[config.mk]
export PLATFORM = sky130hd
export DESIGN_NAME = iiitb_rv32i
export DESIGN_NICKNAME = d
export VERILOG_FILES = /design/src/rtl/iiitb_rv32i.sv
export SDC_FILE = /design/constraint.sdc
export NUM_CORES = 2
export LEC_CHECK = 0
export BUFFER_PORTS_ARGS = -buffer_cell sky130_fd_sc_hd__clkbuf_2
export CORE_MARGIN = 8
export CORE_UTILIZATION = 58
export CTS_CLUSTER_DIAMETER = 150
export DETAILED_ROUTE_END_ITERATION = 10
export PLACE_DENSITY = 0.75
export SYNTH_ARGS = -nofsm -noshare
export SYNTH_HDL_FRONTEND = slang
export SYNTH_SLANG_ARGS = --single-unit
[constraint.sdc]
create_clock -name clk -period 4 [get_ports clk]
set_input_delay 0.8 -clock clk [delete_from_list [all_inputs] [get_ports clk]]
set_output_delay 0.8 -clock clk [all_outputs]
set_load 0.02 [all_outputs]
[src/rtl/iiitb_rv32i.sv]
// iiitb_rv32i: compact 5-stage (IF, ID, EX, MEM, WB) in-order RV32I core.
// Instruction ROM, register file and data RAM are internal; only the fetch
// PC and the last register write-back value are observable.
module iiitb_rv32i #(
  parameter int          IMEM_WORDS = 32,
  parameter int          DMEM_WORDS = 32,
  parameter logic [31:0] RESET_PC   = 32'h0,
  parameter int          PROG_LEN   = 12,
  parameter logic [31:0] PROGRAM [PROG_LEN] = '{
    32'h00208333, 32'h402083B3, 32'h0030F433, 32'h005164B3,
    32'h0040C533, 32'h004125B3, 32'h00520613, 32'h00502623,
    32'h00C02683, 32'h00209733, 32'h001257B3, 32'h00000063
  }
) (
  input  logic        clk,
  input  logic        RN,
  output logic [31:0] NPC,
  output logic [31:0] WB_OUT
);
  localparam int          IA  = $clog2(IMEM_WORDS);
  localparam int          DA  = $clog2(DMEM_WORDS);
  localparam logic [31:0] NOP = 32'h0000_0013;

  typedef enum logic [2:0] {K_NOP, K_ALU_R, K_ALU_I, K_LOAD, K_STORE, K_BRANCH} kind_t;

  typedef struct packed {
    logic [31:0] instr;
    logic [31:0] pc;
  } if_id_t;

  typedef struct packed {
    kind_t       kind;
    logic [2:0]  f3;
    logic        alt;   // instr[30]: selects SUB over ADD
    logic [4:0]  rd;
    logic [31:0] a;
    logic [31:0] b;
    logic [31:0] imm;
    logic [31:0] pc;
  } id_ex_t;

  typedef struct packed {
    logic        wr;
    logic        load;
    logic        store;
    logic [4:0]  rd;
    logic [31:0] alu;
    logic [31:0] sdata;
  } ex_mem_t;

  typedef struct packed {
    logic        wr;
    logic [4:0]  rd;
    logic [31:0] data;
  } mem_wb_t;

  localparam id_ex_t ID_NOP = '{kind: K_NOP, default: '0};

  function automatic logic [31:0][31:0] reg_ramp();
    logic [31:0][31:0] r;
    for (int i = 0; i < 32; i++) r[i] = 32'(i);
    return r;
  endfunction

  function automatic logic [DMEM_WORDS-1:0][31:0] dm_ramp();
    logic [DMEM_WORDS-1:0][31:0] r;
    for (int i = 0; i < DMEM_WORDS; i++) r[i] = 32'(i);
    return r;
  endfunction

  // NOTE: register file and data RAM must come out of reset holding a ramp,
  // so they are flat packed vectors loaded in one assignment, not RAM macros.
  logic [31:0][31:0]           regs;
  logic [DMEM_WORDS-1:0][31:0] dm;

  if_id_t  if_id;
  id_ex_t  id_ex, id_next;
  ex_mem_t ex_mem;
  mem_wb_t mem_wb;

  // Instruction ROM: program words first, NOP everywhere else.
  logic [31:0] rom [IMEM_WORDS];
  for (genvar g = 0; g < IMEM_WORDS; g++) begin : g_rom
    if (g < PROG_LEN) begin : g_prog
      assign rom[g] = PROGRAM[g];
    end else begin : g_nop
      assign rom[g] = NOP;
    end
  end

  logic [31:0] fetch_instr;
  assign fetch_instr = rom[NPC[IA+1:2]];

  // Decode: classify the instruction, read operands, build the immediate.
  logic [4:0]  rs1, rs2;
  logic [2:0]  id_f3;
  logic [31:0] ins;
  always_comb begin
    // NOTE: every variable gets a default first so no path infers a latch.
    ins          = if_id.instr;
    rs1          = ins[19:15];
    rs2          = ins[24:20];
    id_f3        = ins[14:12];
    id_next      = ID_NOP;
    id_next.f3   = id_f3;
    id_next.alt  = ins[30];
    id_next.rd   = ins[11:7];
    id_next.a    = (rs1 == 5'd0) ? 32'd0 : regs[rs1];
    id_next.b    = (rs2 == 5'd0) ? 32'd0 : regs[rs2];
    id_next.pc   = if_id.pc;
    case (ins[6:0])
      7'b0110011: if (id_f3 != 3'd3) id_next.kind = K_ALU_R;
      7'b0010011: if (id_f3 inside {3'd0, 3'd2, 3'd4, 3'd6, 3'd7}) begin
        id_next.kind = K_ALU_I;
        id_next.imm  = {{20{ins[31]}}, ins[31:20]};
      end
      7'b0000011: if (id_f3 == 3'd2) begin
        id_next.kind = K_LOAD;
        id_next.imm  = {{20{ins[31]}}, ins[31:20]};
      end
      7'b0100011: if (id_f3 == 3'd2) begin
        id_next.kind = K_STORE;
        id_next.imm  = {{20{ins[31]}}, ins[31:25], ins[11:7]};
      end
      7'b1100011: if (id_f3 inside {3'd0, 3'd1}) begin
        id_next.kind = K_BRANCH;
        id_next.imm  = {{19{ins[31]}}, ins[31], ins[7], ins[30:25], ins[11:8], 1'b0};
      end
      default: ;
    endcase
  end

  // Execute: ALU result or memory address, and branch resolution.
  logic [31:0] opb, alu, target;
  logic        taken;
  always_comb begin
    opb = (id_ex.kind == K_ALU_R) ? id_ex.b : id_ex.imm;
    case (id_ex.f3)
      3'd0:    alu = (id_ex.kind == K_ALU_R && id_ex.alt) ? id_ex.a - opb : id_ex.a + opb;
      3'd1:    alu = id_ex.a << opb[4:0];
      3'd2:    alu = {31'd0, $signed(id_ex.a) < $signed(opb)};
      3'd4:    alu = id_ex.a ^ opb;
      3'd5:    alu = id_ex.a >> opb[4:0];
      3'd6:    alu = id_ex.a | opb;
      3'd7:    alu = id_ex.a & opb;
      default: alu = id_ex.a + opb;
    endcase
    if (id_ex.kind inside {K_LOAD, K_STORE}) alu = id_ex.a + id_ex.imm;
    taken  = (id_ex.kind == K_BRANCH) &&
             (id_ex.f3[0] ? (id_ex.a != id_ex.b) : (id_ex.a == id_ex.b));
    target = id_ex.pc + id_ex.imm;
  end

  logic [DA-1:0] dm_idx;
  assign dm_idx = ex_mem.alu[DA+1:2];

  // Pipeline advance, memory access and write-back, with synchronous reset.
  // NOTE: all state here uses non-blocking assignments so every stage sees
  // the values its predecessor held before this edge.
  always_ff @(posedge clk) begin
    if (RN) begin
      NPC    <= RESET_PC;
      WB_OUT <= 32'd0;
      if_id  <= '{instr: NOP, pc: 32'd0};
      id_ex  <= ID_NOP;
      ex_mem <= '0;
      mem_wb <= '0;
      regs   <= reg_ramp();
      dm     <= dm_ramp();
    end else begin
      if (taken) begin
        NPC   <= target;
        if_id <= '{instr: NOP, pc: 32'd0};
        id_ex <= ID_NOP;
      end else begin
        NPC   <= NPC + 32'd4;
        if_id <= '{instr: fetch_instr, pc: NPC};
        id_ex <= id_next;
      end
      ex_mem <= '{wr:    id_ex.kind inside {K_ALU_R, K_ALU_I, K_LOAD},
                  load:  id_ex.kind == K_LOAD,
                  store: id_ex.kind == K_STORE,
                  rd:    id_ex.rd,
                  alu:   alu,
                  sdata: id_ex.b};
      if (ex_mem.store) dm[dm_idx] <= ex_mem.sdata;
      mem_wb <= '{wr:   ex_mem.wr,
                  rd:   ex_mem.rd,
                  data: ex_mem.load ? dm[dm_idx] : ex_mem.alu};
      if (mem_wb.wr && mem_wb.rd != 5'd0) begin
        regs[mem_wb.rd] <= mem_wb.data;
        WB_OUT          <= mem_wb.data;
      end
    end
  end
endmodule

==> impl_metrics.json <==
{
  "hpwl_mm": 226,
  "yosysMostFrequentCell": "nand2_1",
  "violations": "max-capacitance violations, max-slew violations",
  "drv_cap": 1,
  "gr-usage-met2_pct": 57.9,
  "grt_max_degree": 165,
  "skew_ns": 0.0769,
  "slew_viol_final": 2,
  "clock_latency_ns": 0.85,
  "worstPathRequired_ns": 4.78,
  "busiest_layer": "met2",
  "h-tree-depth": 4,
  "cts_root_buf": "clkbuf_16",
  "multi_input_area_um2": 46500,
  "grtUsageMet1_pct": 51.8,
  "areaGrowthSynthToFinish_pct": 12.2,
  "finalNetCount": 10470,
  "path_clk_slew_ns": 0.07,
  "cts_tree": "built",
  "cellLeakagePower_nw": 33.6,
  "holdBufCountCts": 0,
  "stdcell_count": 12519,
  "port_buffers": 65,
  "yosys_most_used_dff": "dfxtp_1",
  "peakVddDrop_mv": 0.410,
  "post-route-drc-count": 0,
  "via_per_inst": 6.49,
  "drt-initial-drc-count": 12074,
  "synth.top_cell.area_share_pct": 42.7,
  "ctsLongestPathBuffers": 3,
  "drtPass1Iterations": 10,
  "finalPower_mw": 38.3,
  "yosysSeqAreaShare_pct": 42.7,
  "setup_tns_ns": 0,
  "wl_per_cell_um": 26.9,
  "ys_top_cells_by_count": "3401 x nand2_1, 1871 x dfxtp_1, 1593 x a21oi_1",
  "criticalPathCategory": "flip-flop to flip-flop",
  "postSynthCellCount": 10464,
  "cts_buffers": 187,
  "period_share_pct": 96.4,
  "synth.largest_area_cell": "dfxtp_1",
  "async_reset_ff_share_pct": 0,
  "grt_overflow": 0,
  "syn-cell-area_um2": 87800,
  "ys_warn_count": 0,
  "place_congestion": 1.14,
  "layout_min_cycle_time_ns": 3.86,
  "drt-total-wl_mm": 336,
  "grt_pass1_wl_mm": 494,
  "ant_nets": 0,
  "synth_edf_count": 0,
  "worstPathArrival_ns": 4.63,
  "die_h_um": 405,
  "core-area_um2": 150000,
  "seq_area_um2": 37500,
  "drive_gt1_share_pct": 15.1,
  "critical_path.max_fanout": 3,
  "status": "finished with violations",
  "ys_seq_elements": 1871,
  "antenna_found_initial": 28,
  "ys_top_cells_by_area": "dfxtp_1 43%, nand2_1 15%, mux4_2 13%, a21oi_1 9.1%, clkbuf_1 3.6%",
  "num_rows": 142,
  "synth.avg_cell_area_um2": 8.39,
  "fmax_mhz": 259,
  "critPathLaunchType": "flip-flop",
  "track_usage_pct": 39.5,
  "finalSetupViolCount": 0,
  "grtUsageMet3_pct": 12.1,
  "holdWs_ns": 0.423,
  "die_w_um": 405,
  "critPathCaptureType": "flip-flop",
  "num-fill-cells": 12105,
  "relSlewSlack_pct": -1.89,
  "numClockSinks": 1871,
  "grt_pass1_vias": 76284,
  "synth_nets": 10592,
  "min_path_type": "flip-flop to flip-flop",
  "start_util_pct": 58.5,
  "worstMarginPinSlew_ns": 1.51,
  "dp.cells": 12169,
  "hold_viol": 0,
  "cellPowerDensity_nw_per_um2": 389,
  "ioPinCount": 66,
  "dr_total_vias": 81217,
  "dieArea_um2": 164000,
  "synth_cell_types": 97
}
worst max-delay path, cell delays in order (launching register included):
cell       delay [ns]
dfxtp_1          0.34
or3b_4           0.41
a21o_2           0.27
ha_1             0.31
inv_1            0.06
ha_1             0.22
nor4_4           0.41
nor4_2           0.10
buf_4            0.18
o41ai_4          0.42
nand2b_1         0.17
a31oi_1          0.14
buf_4            0.18
a2111oi_0        0.39
o221a_2          0.25
final timing paths:
kind | startpoint | endpoint | slack (ns) | depth (start not counted)
min | id_next[27] | id_ex[27] | 0.42 | 1
max reg2reg | id_ex[137] | ex_mem[32] | 0.14 | 14
min reg2reg | id_next[27] | id_ex[27] | 0.42 | 1
max | id_ex[137] | ex_mem[32] | 0.14 | 14
registers in the layout, summed over array words and instances, names as in the netlist:
| register | cells |
|---|---|
| mem_wb | 37 |
| regs | 512 |
| id_next | 32 |
| WB_OUT | 32 |
| dm_idx | 5 |
| dm | 1024 |
| ex_mem | 66 |
| ins | 18 |
| id_ex | 113 |
| NPC | 32 |
cell usage in the layout (no fill, tap or decap), drive strengths merged, types with 31 or more instances in the layout:
cell	count
nor2b	131
inv	137
nor3	54
dfxtp	1871
clkbuf	344
buf	572
nand2	3401
a211oi	55
o221ai	38
nand3	195
mux4	492
o211ai	35
clkinv	39
mux2i	213
nor2	339
a22oi	35
xnor2	132
a221oi	31
a21oi	1594
ha	123
and2	76
o21ai	143
logic make-up (layout without fill, tap and decap cells):
logic type,Yosys count,after routing,share of synthesized area [%]
AO/OA/AOI/OAI,2153,2153,13.8
XOR/XNOR,159,159,1.59
adder cells (fa/ha/maj),126,126,1.82
buffers and inverters,1081,1109,4.75
flip-flops,1871,1871,42.7
multiplexers,722,722,15.3
other,0,11,0
AND/OR/NAND/NOR,4352,4352,20.1
where the power goes:
part | total [mW] | internal (mW) | leakage (nW) | switching [mW]
logic | 1.37 | 0.455 | 15.4 | 0.917
registers | 18.8 | 18.7 | 15.1 | 0.142
clock network | 18.1 | 10.3 | 3.11 | 7.76
routing by layer:
layer	share of wire [%]	vias up
met5	0.034	-
met4	7.0	18
met3	14	1120
met2	42	5607
met1	37	39121
li1	-	35351
metrics by stage:
stage | instance area (µm²) | utilization (%) | setup WS (ns)
after global routing | 98500 | 65.6 | -0.00962
final | 98500 | 65.6 | 0.144
after global placement | 92000 | 61.3 | 0.0583
after floorplan | 87800 | - | -0.000449
after CTS | 98300 | 65.5 | 0.0144
after detailed placement | 92000 | 61.3 | 0.0259
area by class of cell:
| class | instances | area share [%] |
|---|---|---|
| sequential | 1871 | 38.1 |
| clock buffer | 280 | 5.61 |
| timing repair buffer | 636 | 5.15 |
| multi-input combinational | 7512 | 47.2 |
| antenna | 11 | 0.0279 |
| inverter | 134 | 0.516 |
| clock inverter | 59 | 0.852 |
| tap | 2016 | 2.56 |
timing repair:
action                                  CTS  global route
gates resized for setup                   0            29
endpoints found under the setup margin    0            11
setup buffers                             0             0
(Power assumes the default switching activity.)
